==> config.mk <==
export PLATFORM = sky130hd
export DESIGN_NAME = inst_fetch_unit
export DESIGN_NICKNAME = d
export VERILOG_FILES = /design/src/rtl/fetch_pkg.sv /design/src/rtl/fetch_fifo.sv /design/src/rtl/inst_fetch_unit.sv
export SDC_FILE = /design/constraint.sdc
export NUM_CORES = 1
export LEC_CHECK = 0
export CAP_MARGIN = 20
export CORE_AREA = 3 3 171 173
export CTS_CLUSTER_SIZE = 16
export DETAILED_ROUTE_END_ITERATION = 6
export DIE_AREA = 0 0 174 176
export GPL_ROUTABILITY_DRIVEN = 0
export PLACE_DENSITY = 0.53
export SKIP_CTS_REPAIR_TIMING = 1
export SKIP_LAST_GASP = 1
export SYNTH_ARGS = -nofsm -noshare
export SYNTH_HDL_FRONTEND = slang
export SYNTH_SLANG_ARGS = --single-unit
==> constraint.sdc <==
create_clock -name clk -period 9.6 [get_ports clk]
set_input_delay 1.92 -clock clk [delete_from_list [all_inputs] [get_ports clk]]
set_output_delay 1.92 -clock clk [all_outputs]
set_load 0.05 [all_outputs]
==> src/rtl/fetch_pkg.sv <==
// Shared types and constants for the instruction fetch stage.
package fetch_pkg;

   typedef struct packed {
      logic [31:0] pc;
      logic [31:0] inst;
   } fetch_entry_t;

   localparam logic [31:0] NOP_INST     = 32'h0000_0013;
   localparam logic [31:0] DEF_RESET_PC = 32'h0000_0000;

endpackage

==> src/rtl/fetch_fifo.sv <==
// Small synchronous FIFO with flush; used for fetched entries and the in-flight PC queue.
module fetch_fifo #(
   parameter int unsigned DEPTH = 2,
   parameter int unsigned CNT_W = 2,
   parameter type T = logic [31:0]
) (
   input  logic             clk,
   input  logic             rst,
   input  logic             flush,
   input  logic             push,
   input  logic             pop,
   input  T                 wdata,
   output T                 rdata,
   output logic [CNT_W-1:0] count
);

   localparam int unsigned PTR_W = (DEPTH > 1) ? $clog2(DEPTH) : 1;
   localparam logic [PTR_W-1:0] LAST = PTR_W'(DEPTH - 1);
   localparam logic [CNT_W-1:0] FULL = CNT_W'(DEPTH);

   T                 mem_q [DEPTH];
   logic [PTR_W-1:0] wr_q, rd_q;
   logic [CNT_W-1:0] count_q;
   logic             do_push, do_pop;

   function automatic logic [PTR_W-1:0] next_ptr(input logic [PTR_W-1:0] p);
      return (p == LAST) ? '0 : p + 1'b1;
   endfunction

   assign do_pop  = pop & (count_q != '0);
   // A full FIFO still accepts a push when the head leaves in the same cycle.
   assign do_push = push & ((count_q != FULL) | do_pop);

   always_ff @(posedge clk) begin
      if (rst || flush) begin
         wr_q    <= '0;
         rd_q    <= '0;
         count_q <= '0;
      end else begin
         if (do_push) begin
            mem_q[wr_q] <= wdata;
            wr_q        <= next_ptr(wr_q);
         end
         if (do_pop) rd_q <= next_ptr(rd_q);
         case ({do_push, do_pop})
            2'b10:   count_q <= count_q + 1'b1;
            2'b01:   count_q <= count_q - 1'b1;
            default: count_q <= count_q;
         endcase
      end
   end

   assign rdata = mem_q[rd_q];
   assign count = count_q;

endmodule

==> src/rtl/inst_fetch_unit.sv <==
// Fetch stage: owns the fetch PC, issues credit-limited word requests, buffers responses
// for decode and discards stale in-flight fetches after a redirect.
module inst_fetch_unit
   import fetch_pkg::*;
#(
   parameter logic [31:0] RESET_PC = DEF_RESET_PC,
   parameter int unsigned DEPTH    = 2,
   parameter int unsigned CNT_W    = 2
) (
   input  logic        clk,
   input  logic        rst,
   input  logic        redirect,
   input  logic [31:0] redirect_pc,
   output logic        imem_req,
   output logic [31:0] imem_addr,
   input  logic        imem_gnt,
   input  logic        imem_rvalid,
   input  logic [31:0] imem_rdata,
   output logic        if_valid,
   input  logic        if_ready,
   output logic [31:0] if_pc,
   output logic [31:0] if_inst
);

   localparam logic [CNT_W:0] CREDITS = (CNT_W + 1)'(DEPTH);

   logic [31:0]      pc_q;
   logic [CNT_W-1:0] outstanding_q, drop_q;
   logic [CNT_W-1:0] fifo_count, pcq_count;
   logic [31:0]      pcq_head;
   fetch_entry_t     head, push_entry;
   logic             grant, keep, pop, fifo_empty;

   assign fifo_empty = (fifo_count == '0);
   assign imem_req   = ~rst & ~redirect &
                       (({1'b0, fifo_count} + {1'b0, outstanding_q}) < CREDITS);
   assign imem_addr  = pc_q;
   assign grant      = imem_req & imem_gnt;
   // Only responses that belong to the current fetch stream reach the entry FIFO.
   assign keep       = imem_rvalid & (drop_q == '0) & ~redirect & (pcq_count != '0);
   assign push_entry = '{pc: pcq_head, inst: imem_rdata};

   assign if_valid = ~fifo_empty & ~redirect;
   assign pop      = if_valid & if_ready;
   assign if_pc    = fifo_empty ? 32'h0 : head.pc;
   assign if_inst  = fifo_empty ? NOP_INST : head.inst;

   always_ff @(posedge clk) begin
      if (rst) begin
         pc_q          <= RESET_PC;
         outstanding_q <= '0;
         drop_q        <= '0;
      end else begin
         outstanding_q <= outstanding_q + CNT_W'(grant) - CNT_W'(imem_rvalid);
         if (redirect) begin
            pc_q   <= {redirect_pc[31:2], 2'b00};
            // Everything still in flight is stale, whether or not it was already marked.
            drop_q <= outstanding_q - CNT_W'(imem_rvalid);
         end else begin
            if (grant) pc_q <= pc_q + 32'd4;
            if (imem_rvalid && (drop_q != '0)) drop_q <= drop_q - 1'b1;
         end
      end
   end

   fetch_fifo #(
      .DEPTH(DEPTH),
      .CNT_W(CNT_W),
      .T    (fetch_entry_t)
   ) u_entry_fifo (
      .clk  (clk),
      .rst  (rst),
      .flush(redirect),
      .push (keep),
      .pop  (pop),
      .wdata(push_entry),
      .rdata(head),
      .count(fifo_count)
   );

   fetch_fifo #(
      .DEPTH(DEPTH),
      .CNT_W(CNT_W),
      .T    (logic [31:0])
   ) u_pc_queue (
      .clk  (clk),
      .rst  (rst),
      .flush(redirect),
      .push (grant),
      .pop  (keep),
      .wdata(pc_q),
      .rdata(pcq_head),
      .count(pcq_count)
   );

endmodule
======== Word-level counts from Yosys, hierarchy flattened ========
Memories as Yosys holds them, arrays and structs flattened. A register that Yosys moved wholly into a read port is not among the register bits.
Index checks and enable logic that the tools add are counted.
storage, ports and cells
  RAM bits ................................ 192
  word-level logic and storage cells ...... 84
  memories ................................ 2
  output and inout bits ................... 98
  flip-flop bits (word level) ............. 44
cells by class
  $lt $le $gt $ge ......................... 1
  eq/ne operators ......................... 6
  bitwise logic cells ..................... 17
  add/subtract/negate cells ............... 14
  reductions and logical operators ........ 12
  muxes and demuxes ....................... 22
memory list
  memory              words  width  rd ports  clocked after Yosys merged registers in  write ports  RTL line          text
  u_entry_fifo.mem_q  2      64     1         1                                        1            fetch_fifo.sv:21  T mem_q [DEPTH];
  u_pc_queue.mem_q    2      32     1         1                                        1            fetch_fifo.sv:21
operator list
  kind                                                                   count
  32-bit 2-to-1 mux                                                      4
  32-bit by 3-bit adder with 32-bit output, second input constant        1
  1-bit 2-to-1 mux                                                       14
  2-bit nonzero test                                                     7
  1-bit bitwise AND                                                      12
  2-bit case mux with 2 select lines                                     2
  2-bit by 1-bit subtractor with 2-bit output, second input constant     3
  1-bit adder, second input constant                                     4
  2-bit by 1-bit adder with 2-bit output, second input constant          2
  2-bit by 1-bit equality test with 1-bit output, second input constant  2
  2-bit equality test, second input constant                             2
  2-bit logical NOT                                                      2
  2-bit 2-to-1 mux                                                       2
  2-bit != test, second input constant                                   2
  2-bit by 1-bit subtractor with 2-bit output                            2
  2-bit by 2-bit adder with 3-bit output                                 1
  3-bit by 2-bit < comparator with 1-bit output, second input constant   1
  1-bit inverter                                                         3
  2-bit by 1-bit adder with 2-bit output                                 1
  1-bit bitwise OR                                                       2
  2-bit OR reduction                                                     1
  1-bit logical AND                                                      1
  1-bit logical OR                                                       1

======== Depth between registers and ports, before layout ========
Gate-level depths: netlist of the first run.
  depth after elaboration ................. 10
  gate-level depth with buffers ........... 12
  gate-level depth less buffers ........... 10

======== By module ========
From an unflattened synthesis of the first run, not the netlist that was laid out.
second synthesis, totals
  cell total of the unflattened synthesis .. 718
  area total of the unflattened synthesis .. 10,099.7 µm²
by module, submodules not included
  module                      cells an instance  area an instance (µm²)  seq. area each (µm²)  times used
  fetch_fifo at u_entry_fifo  226                4,844.6                 3,943.8               1
  inst_fetch_unit             365                2,708.8                 680.7                 1
  fetch_fifo at u_pc_queue    127                2,546.2                 2,021.9               1

======== Worst setup path before layout of the first run ========
OpenSTA, ideal clock, no wires.
  path type ............................... input port to flip-flop
  start ................................... input rst
  end ..................................... memory u_entry_fifo.mem_q[1][0] (netlist bit), enable pin
  path slack .............................. 1.978 ns
  stages .................................. 4
  arrival time ............................ 7.051 ns
  data required time ...................... 9.029 ns
  library setup time ...................... 0.571 ns
  cell sequence ........................... clkbuf_1 > clkbuf_1 > buf_1 > nor3b_1
on the way
  cells in the longest elaborated chain, start to end .. 3
ends and longest elaborated chain
  item                                    RTL line               text
  start, declared                         inst_fetch_unit.sv:11  input logic rst,
  1-bit logical OR                        fetch_fifo.sv:35       if (rst || flush) begin
  1-bit 2-to-1 mux                        fetch_fifo.sv:35
  1-bit 2-to-1 mux (not written as such)  fetch_fifo.sv:41       mem_q[wr_q] <= wdata;
  end, declared                           fetch_fifo.sv:21
No other way between the ends.

======== Worst setup path in the final report of the first run ========
  start ................................... input rst
  end ..................................... output imem_req
on the way
  cells in the longest elaborated chain, start to end .. 3
ends and longest elaborated chain
  item                             RTL line               text
  1-bit inverter                   inst_fetch_unit.sv:35  assign imem_req = ~rst & ~redirect &
  1-bit bitwise AND (2 in series)  inst_fetch_unit.sv:35
  end, declared                    inst_fetch_unit.sv:14  output logic imem_req,
No other way between the ends.

==> flow_metrics.tcl, run 1 <==
set metrics [dict create \
    status "completed" \
    synth_common_cells "edfxtp_1 (184), nor2_1 (97), mux2i_1 (62), dfxtp_1 (44), mux2_2 (30)" \
    dpl_worst_slack_ps 3520 \
    dpl.hpwl_um 14400 \
    ant_nets 0 \
    firstDrtPassIters 4 \
    antenna_cells 0 \
    setup_tns_ps 0 \
    std_cell_rows 61 \
    cp_top_family "buffers and inverters" \
    die_area_mm2 0.0306 \
    rsz0062_at_grt "no" \
    setup_slack_ps 3510 \
    dieWidth_um 174 \
    grt_max_degree 58 \
    numCtsBuffers 25 \
    yosys_most_used_dff "edfxtp_1" \
    worstMarginPinSlew_ps 983 \
    crit_fanout 43 \
    yosys.area.top_type "edfxtp_1" \
    slowest_delay_ps 840 \
    cp_data_required_time_ps 7680 \
    synth_top_area_frac 0.587 \
    ys_ff_latch 228 \
    irDropWorstVdd_mv 0.0986 \
    vias 6046 \
    syn2layout_area_growth_pct 29.8 \
    synth-edff-count 184 \
    drive_gt1_frac 0.0999 \
    port_buffers 161 \
    final-max-slew-violation-count 0 \
    coreArea_mm2 0.0278 \
    cts.sinks 228 \
    ys_async_sr_fraction 0 \
    start_util 0.339 \
    drt_iter0_markers 328 \
    relSlewSlack 0.328 \
    yosysWarnings 0 \
    hp-class "reg2reg" \
    clk_latency_ps 510 \
    grt_pass1_wl_um 34600 \
    grtUsageTotal 0.143 \
    nFillCells 2583 \
    wl_um 22400 \
    setup_viol 0 \
    fin_hold_ws_ps 503 \
    clkSlewWorstSetupHoldPaths_ps 60 \
    hold_viol_final 0 \
    cpMaxStageDelayCell "clkdlybuf4s50_1" \
    crit_arrival_ps 4170 \
    syn_avg_cell_area_um2 13.9 \
    die_h_um 176 \
    fin_crit_ps 6090 \
    crit_top_cell "clkdlybuf4s50_1" \
    grt_pass1_vias 5863 \
    vias_per_cell 4.88 \
    antenna_found_initial 0 \
    start_kind "primary input" \
    gr-total-overflow 0 \
    ys_seq_area_frac 0.680 \
    syn_area_mm2 0.00941 \
    timing.final.crit_share 0.634 \
    synthCells 677 \
    end_kind "primary output" \
    power_density_mw_per_mm2 176 \
    post-synth-top-count-cell "edfxtp_1" \
    worst-setup-path-type "in2out" \
    wire_per_inst_um 18.1 \
    max_cap_violations 0 \
    cp_cell_sequence "clkdlybuf4s50_1 > buf_4 > or2_2 > nor3_1 > clkdlybuf4s50_1" \
    leakage_uw 0.00387 \
    ios 168 \
    root_buffer "clkbuf_16" \
    cts_buffer_depth 3 \
    cts_tree "yes" \
    fin_nets 921 \
    yosysUniqueCellTypes 52 \
    drc_errors 0 \
    yosys-top-cells-area "edfxtp_1 (59%), dfxtp_1 (9.4%), mux2i_1 (6.6%)" \
    cts-htree-levels 1 \
    fmax_ghz 0.164 \
    fin_worst_skew_ps 16.9 \
    cp_num_buf_inv 3 \
]
-- per-layer routing --
| metal | GRT usage | share of wire | vias to the layer above | routed length (um) |
|---|---|---|---|---|
| met1 | 0.196 | 0.45 | 2954 | 10200 |
| met5 | 0 | 0 | - | 0 |
| met4 | 0.0328 | 0.015 | 0 | 335 |
| met2 | 0.237 | 0.47 | 169 | 10600 |
| li1 | - | - | 2895 | - |
| met3 | 0.0292 | 0.058 | 28 | 1300 |
-- where the power goes --
part	switching, uW	leakage, uW	internal [uW]	total, uW
Sequential	25.0	0.00204	1090	1110
Clock	365	0.000368	524	888
Combinational	88.4	0.00146	65.9	154
-- tightest hold or removal path, stage by stage (launching register included) --
cell	delay [ps]
dfxtp_1	320
xor2_1	80
nor2_1	70
-- flip-flops by register name (all words and copies together), names as in the netlist, named ones only --
name and count:
u_entry_fifo.mem_q 124, u_pc_queue.mem_q 60, imem_addr 30, drop_q 2
outstanding_q 2, u_entry_fifo.count 2, u_pc_queue.count 2, u_entry_fifo.rd_q 1
u_entry_fifo.wr_q 1, u_pc_queue.rd_q 1, u_pc_queue.wr_q 1
-- worst paths after layout --
check	cells after the start	slack, ps	to	startpoint
min	2	500	flop	u_pc_queue.rd_q$_SDFFE_PP0P_
max	5	3510	imem_req	rst
max reg2reg	7	5530	u_pc_queue.mem_q[0][25]$_DFFE_PP_	u_entry_fifo.count[0]$_SDFFE_PP0P_
min reg2reg	2	500	flop	u_pc_queue.rd_q$_SDFFE_PP0P_
-- per-stage QoR --
| stage | std cells | power [uW] | area, um2 | utilization |
|---|---|---|---|---|
| 2_1_floorplan | 680 | 1210 | 9430 | - |
| 3_3_place_gp | 1194 | 1290 | 11500 | 0.413 |
| 3_5_place_dp | 1194 | 1290 | 11500 | 0.413 |
| 4_1_cts | 1239 | 2190 | 12200 | 0.440 |
| 5_1_grt | 1239 | 2240 | 12200 | 0.440 |
| 6_report | 1239 | 2150 | 12200 | 0.440 |
-- layout by cell type (no fill, tap or decap), types with 4 or more instances in the layout --
| cell type | n |
|---|---|
| nor3_1 | 11 |
| and2_1 | 4 |
| nor4_1 | 6 |
| and3_1 | 12 |
| or3_1 | 6 |
| nand3_1 | 11 |
| mux2i_1 | 62 |
| clkbuf_16 | 26 |
| or4_1 | 6 |
| xnor2_1 | 13 |
| nor2_1 | 95 |
| inv_1 | 12 |
| clkbuf_1 | 11 |
| a211oi_1 | 13 |
| dfxtp_1 | 43 |
| ha_1 | 7 |
| and4_1 | 5 |
| xor2_1 | 9 |
| o31ai_1 | 6 |
| nand4_1 | 11 |
| a311oi_1 | 9 |
| a21oi_1 | 9 |
| clkdlybuf4s50_1 | 161 |
| buf_4 | 12 |
| edfxtp_1 | 184 |
| mux2_2 | 30 |
| nand2_1 | 25 |
| o21ai_0 | 8 |
| conb_1 | 4 |
-- cells by family (layout without fill, tap and decap cells) --
| kind of cell | Yosys count | after routing | synth area share |
|---|---|---|---|
| DFF | 228 | 228 | 0.680 |
| xor gates and xnor gates | 22 | 22 | 0.0205 |
| adders and majority gates | 8 | 8 | 0.0114 |
| muxes | 92 | 92 | 0.102 |
| other | 1 | 4 | 0.000398 |
| and+or+nand+nor | 213 | 213 | 0.114 |
| buffers and inverters | 49 | 230 | 0.0219 |
| AOI/OAI and AO/OA | 64 | 64 | 0.0492 |
-- cell type report --
cell class                      instances  area, um2  area share
Multi-Input combinational cell        403       2830       0.232
Sequential cell                       228       6410       0.525
Clock inverter                          8       62.6     0.00512
Timing Repair Buffer                  173       1700       0.139
Tap cell                              378        473      0.0387
Clock buffer                           37        692      0.0566
Inverter                               12       45.0     0.00369
No activity file was read; power rests on OpenSTA's default activity.
==> run 2: changes to the inputs <==
--- a/config.mk
+++ b/config.mk
@@ -11,7 +11,7 @@
 export DETAILED_ROUTE_END_ITERATION = 6
 export DIE_AREA = 0 0 174 176
 export GPL_ROUTABILITY_DRIVEN = 0
-export PLACE_DENSITY = 0.53
+export PLACE_DENSITY = 0.55
 export SKIP_CTS_REPAIR_TIMING = 1
 export SKIP_LAST_GASP = 1
 export SYNTH_ARGS = -nofsm -noshare
==> constraint.sdc (replaced) <==
create_clock -name clk -period 5.58 [get_ports clk]
set_input_delay 1.116 -clock clk [delete_from_list [all_inputs] [get_ports clk]]
set_output_delay 1.116 -clock clk [all_outputs]
set_load 0.05 [all_outputs]
==> flow_metrics.tcl, run 2 (same netlist as run 1, synthesis figures left out) <==
set metrics [dict create \
    use_met1 0.197 \
    end_kind "primary output" \
    irDropWorstVdd_mv 0.186 \
    numCtsBuffers 25 \
    gr-total-overflow 0 \
    rsz0062_at_grt "no" \
    ant_nets 0 \
    drc_errors 0 \
    die_area_mm2 0.0306 \
    dieWidth_um 174 \
    power_density_mw_per_mm2 316 \
    cts.sinks 228 \
    start_kind "flop" \
    max_cap_violations 0 \
    cts_buffer_depth 3 \
    reg2reg_from "u_entry_fifo.count[0]$_SDFFE_PP0P_" \
    drive_gt1_frac 0.113 \
    port_buffers 161 \
    clkPwrFrac 0.443 \
    fin_crit_ps 4130 \
    setup_tns_ps 0 \
    netSwitchingPower_uw 852 \
    drt_iter0_markers 362 \
    placed_cells_incl_taps 1196 \
    ios 168 \
    cts-htree-levels 1 \
    fin_worst_skew_ps 14.1 \
    crit_fanout 49 \
    grt.busiest_layer "met2" \
    grtUsageMet2 0.239 \
    timing.final.crit_share 0.740 \
    p_comb_frac 0.068 \
    vias 5982 \
    regMostFlops "u_entry_fifo.mem_q" \
    fmax_ghz 0.242 \
    grt_pass1_wl_um 34500 \
    min-delay-start "u_pc_queue.rd_q$_SDFFE_PP0P_" \
    setup_viol 0 \
    stdcell_count 1242 \
    wire_per_inst_um 18.1 \
    hold_viol_final 0 \
    power.internal_uw 3050 \
    reg2reg_to "u_pc_queue.mem_q[1][12]$_DFFE_PP_" \
    final_common_cell "edfxtp_1" \
    antenna_found_initial 0 \
    final-max-slew-violation-count 0 \
    crit_arrival_ps 3010 \
    relSlewSlack 0.344 \
    worst-setup-path-type "reg2out" \
    grt_max_degree 63 \
    clkSlewWorstSetupHoldPaths_ps 60 \
    largest_reg_flops 124 \
    r2r.worst_path.cells 6 \
    std_cell_rows 61 \
    die_h_um 176 \
    grt_pass1_vias 5961 \
    leakage_uw 0.00395 \
    hp-class "reg2reg" \
    grtUsageMet3 0.0271 \
    wl_um 22500 \
    cts_tree "yes" \
    fin_nets 923 \
    vias_per_cell 4.82 \
    coreArea_mm2 0.0278 \
    status "completed" \
    seqPwrFrac 0.489 \
    hold_depth 2 \
    cp_data_required_time_ps 4460 \
    start_util 0.339 \
    root_buffer "clkbuf_16" \
    r2r_slack_ps 1500 \
    syn2layout_area_growth_pct 31.4 \
    hold_end "u_pc_queue.rd_q$_SDFFE_PP0P_" \
    dpl.hpwl_um 14600 \
    p_sw_frac 0.218 \
    antenna_cells 0 \
    nFillCells 2571 \
    final_cell_mix "edfxtp_1 (184), clkdlybuf4s50_1 (160), nor2_1 (95)" \
    worstMarginPinSlew_ps 984 \
    clk_latency_ps 520 \
    firstDrtPassIters 4 \
    grtUsageTotal 0.143 \
]
[run 2: changes by cell type in the layout (fill, tap and decap cells not counted), moves of 2 or more]
cell        change
clkbuf_8        +5
clkinvlp_4      +2
inv_6           +2
clkbuf_1        -9
bufinv_16       +3
buf_4           +3
[run 2: worst max-delay path by stage]
| stage | startpoint | endpoint | cells after the start |
|---|---|---|---|
| after CTS | flop | if_inst[13] | 4 |
| after global routing | u_entry_fifo.count[0]$_SDFFE_PP0P_ | u_pc_queue.mem_q[1][12]$_DFFE_PP_ | 6 |
| after global placement | imem_gnt | u_pc_queue.mem_q[1][19]$_DFFE_PP_ | 5 |
| after detailed placement | imem_gnt | u_pc_queue.mem_q[1][20]$_DFFE_PP_ | 5 |
| final | flop | if_inst[19] | 4 |
| after floorplan | rst | u_entry_fifo.mem_q[1][0]$_DFFE_PP_ | 4 |
[run 2: routing by layer]
metal | up-vias | share of wire
met1 | 2895 | 0.46
met2 | 171 | 0.48
met4 | 0 | 0.013
met5 | - | 0
li1 | 2892 | -
met3 | 24 | 0.054
[run 2: metrics by stage]
stage,total power (uW),setup slack [ps],instance area [um2],hold slack [ps],util
after CTS,3960,1380,12400,511,0.445
after global placement,2210,1100,11500,490,0.413
after floorplan,2090,968,9440,467,-
after detailed placement,2210,1040,11500,496,0.413
after global routing,4050,1170,12400,528,0.445
final,3910,1450,12400,509,0.445
[run 2: final cells by class]
class | count | area (um2) | share of cell area
Clock inverter | 14 | 178 | 0.0144
Clock buffer | 32 | 702 | 0.0568
Multi-Input combinational cell | 403 | 2850 | 0.230
Timing Repair Buffer | 175 | 1710 | 0.139
Tap cell | 378 | 473 | 0.0382
Inverter | 12 | 45.0 | 0.00364
Sequential cell | 228 | 6410 | 0.518
[run 2: critical path, cell delays in order, from the launching register on]
cell and delay [ps]:
dfxtp_4 980, buf_4 410, mux2i_1 110, nor2_1 120, clkdlybuf4s50_1 820
[run 2: power by group through the flow]
stage	logic (uW)	clock network, uW	registers (uW)
floorplan	102	0	1980
global placement	264	0	1950
detailed placement	266	0	1950
CTS	268	1780	1910
global route	285	1850	1920
finish	265	1730	1910
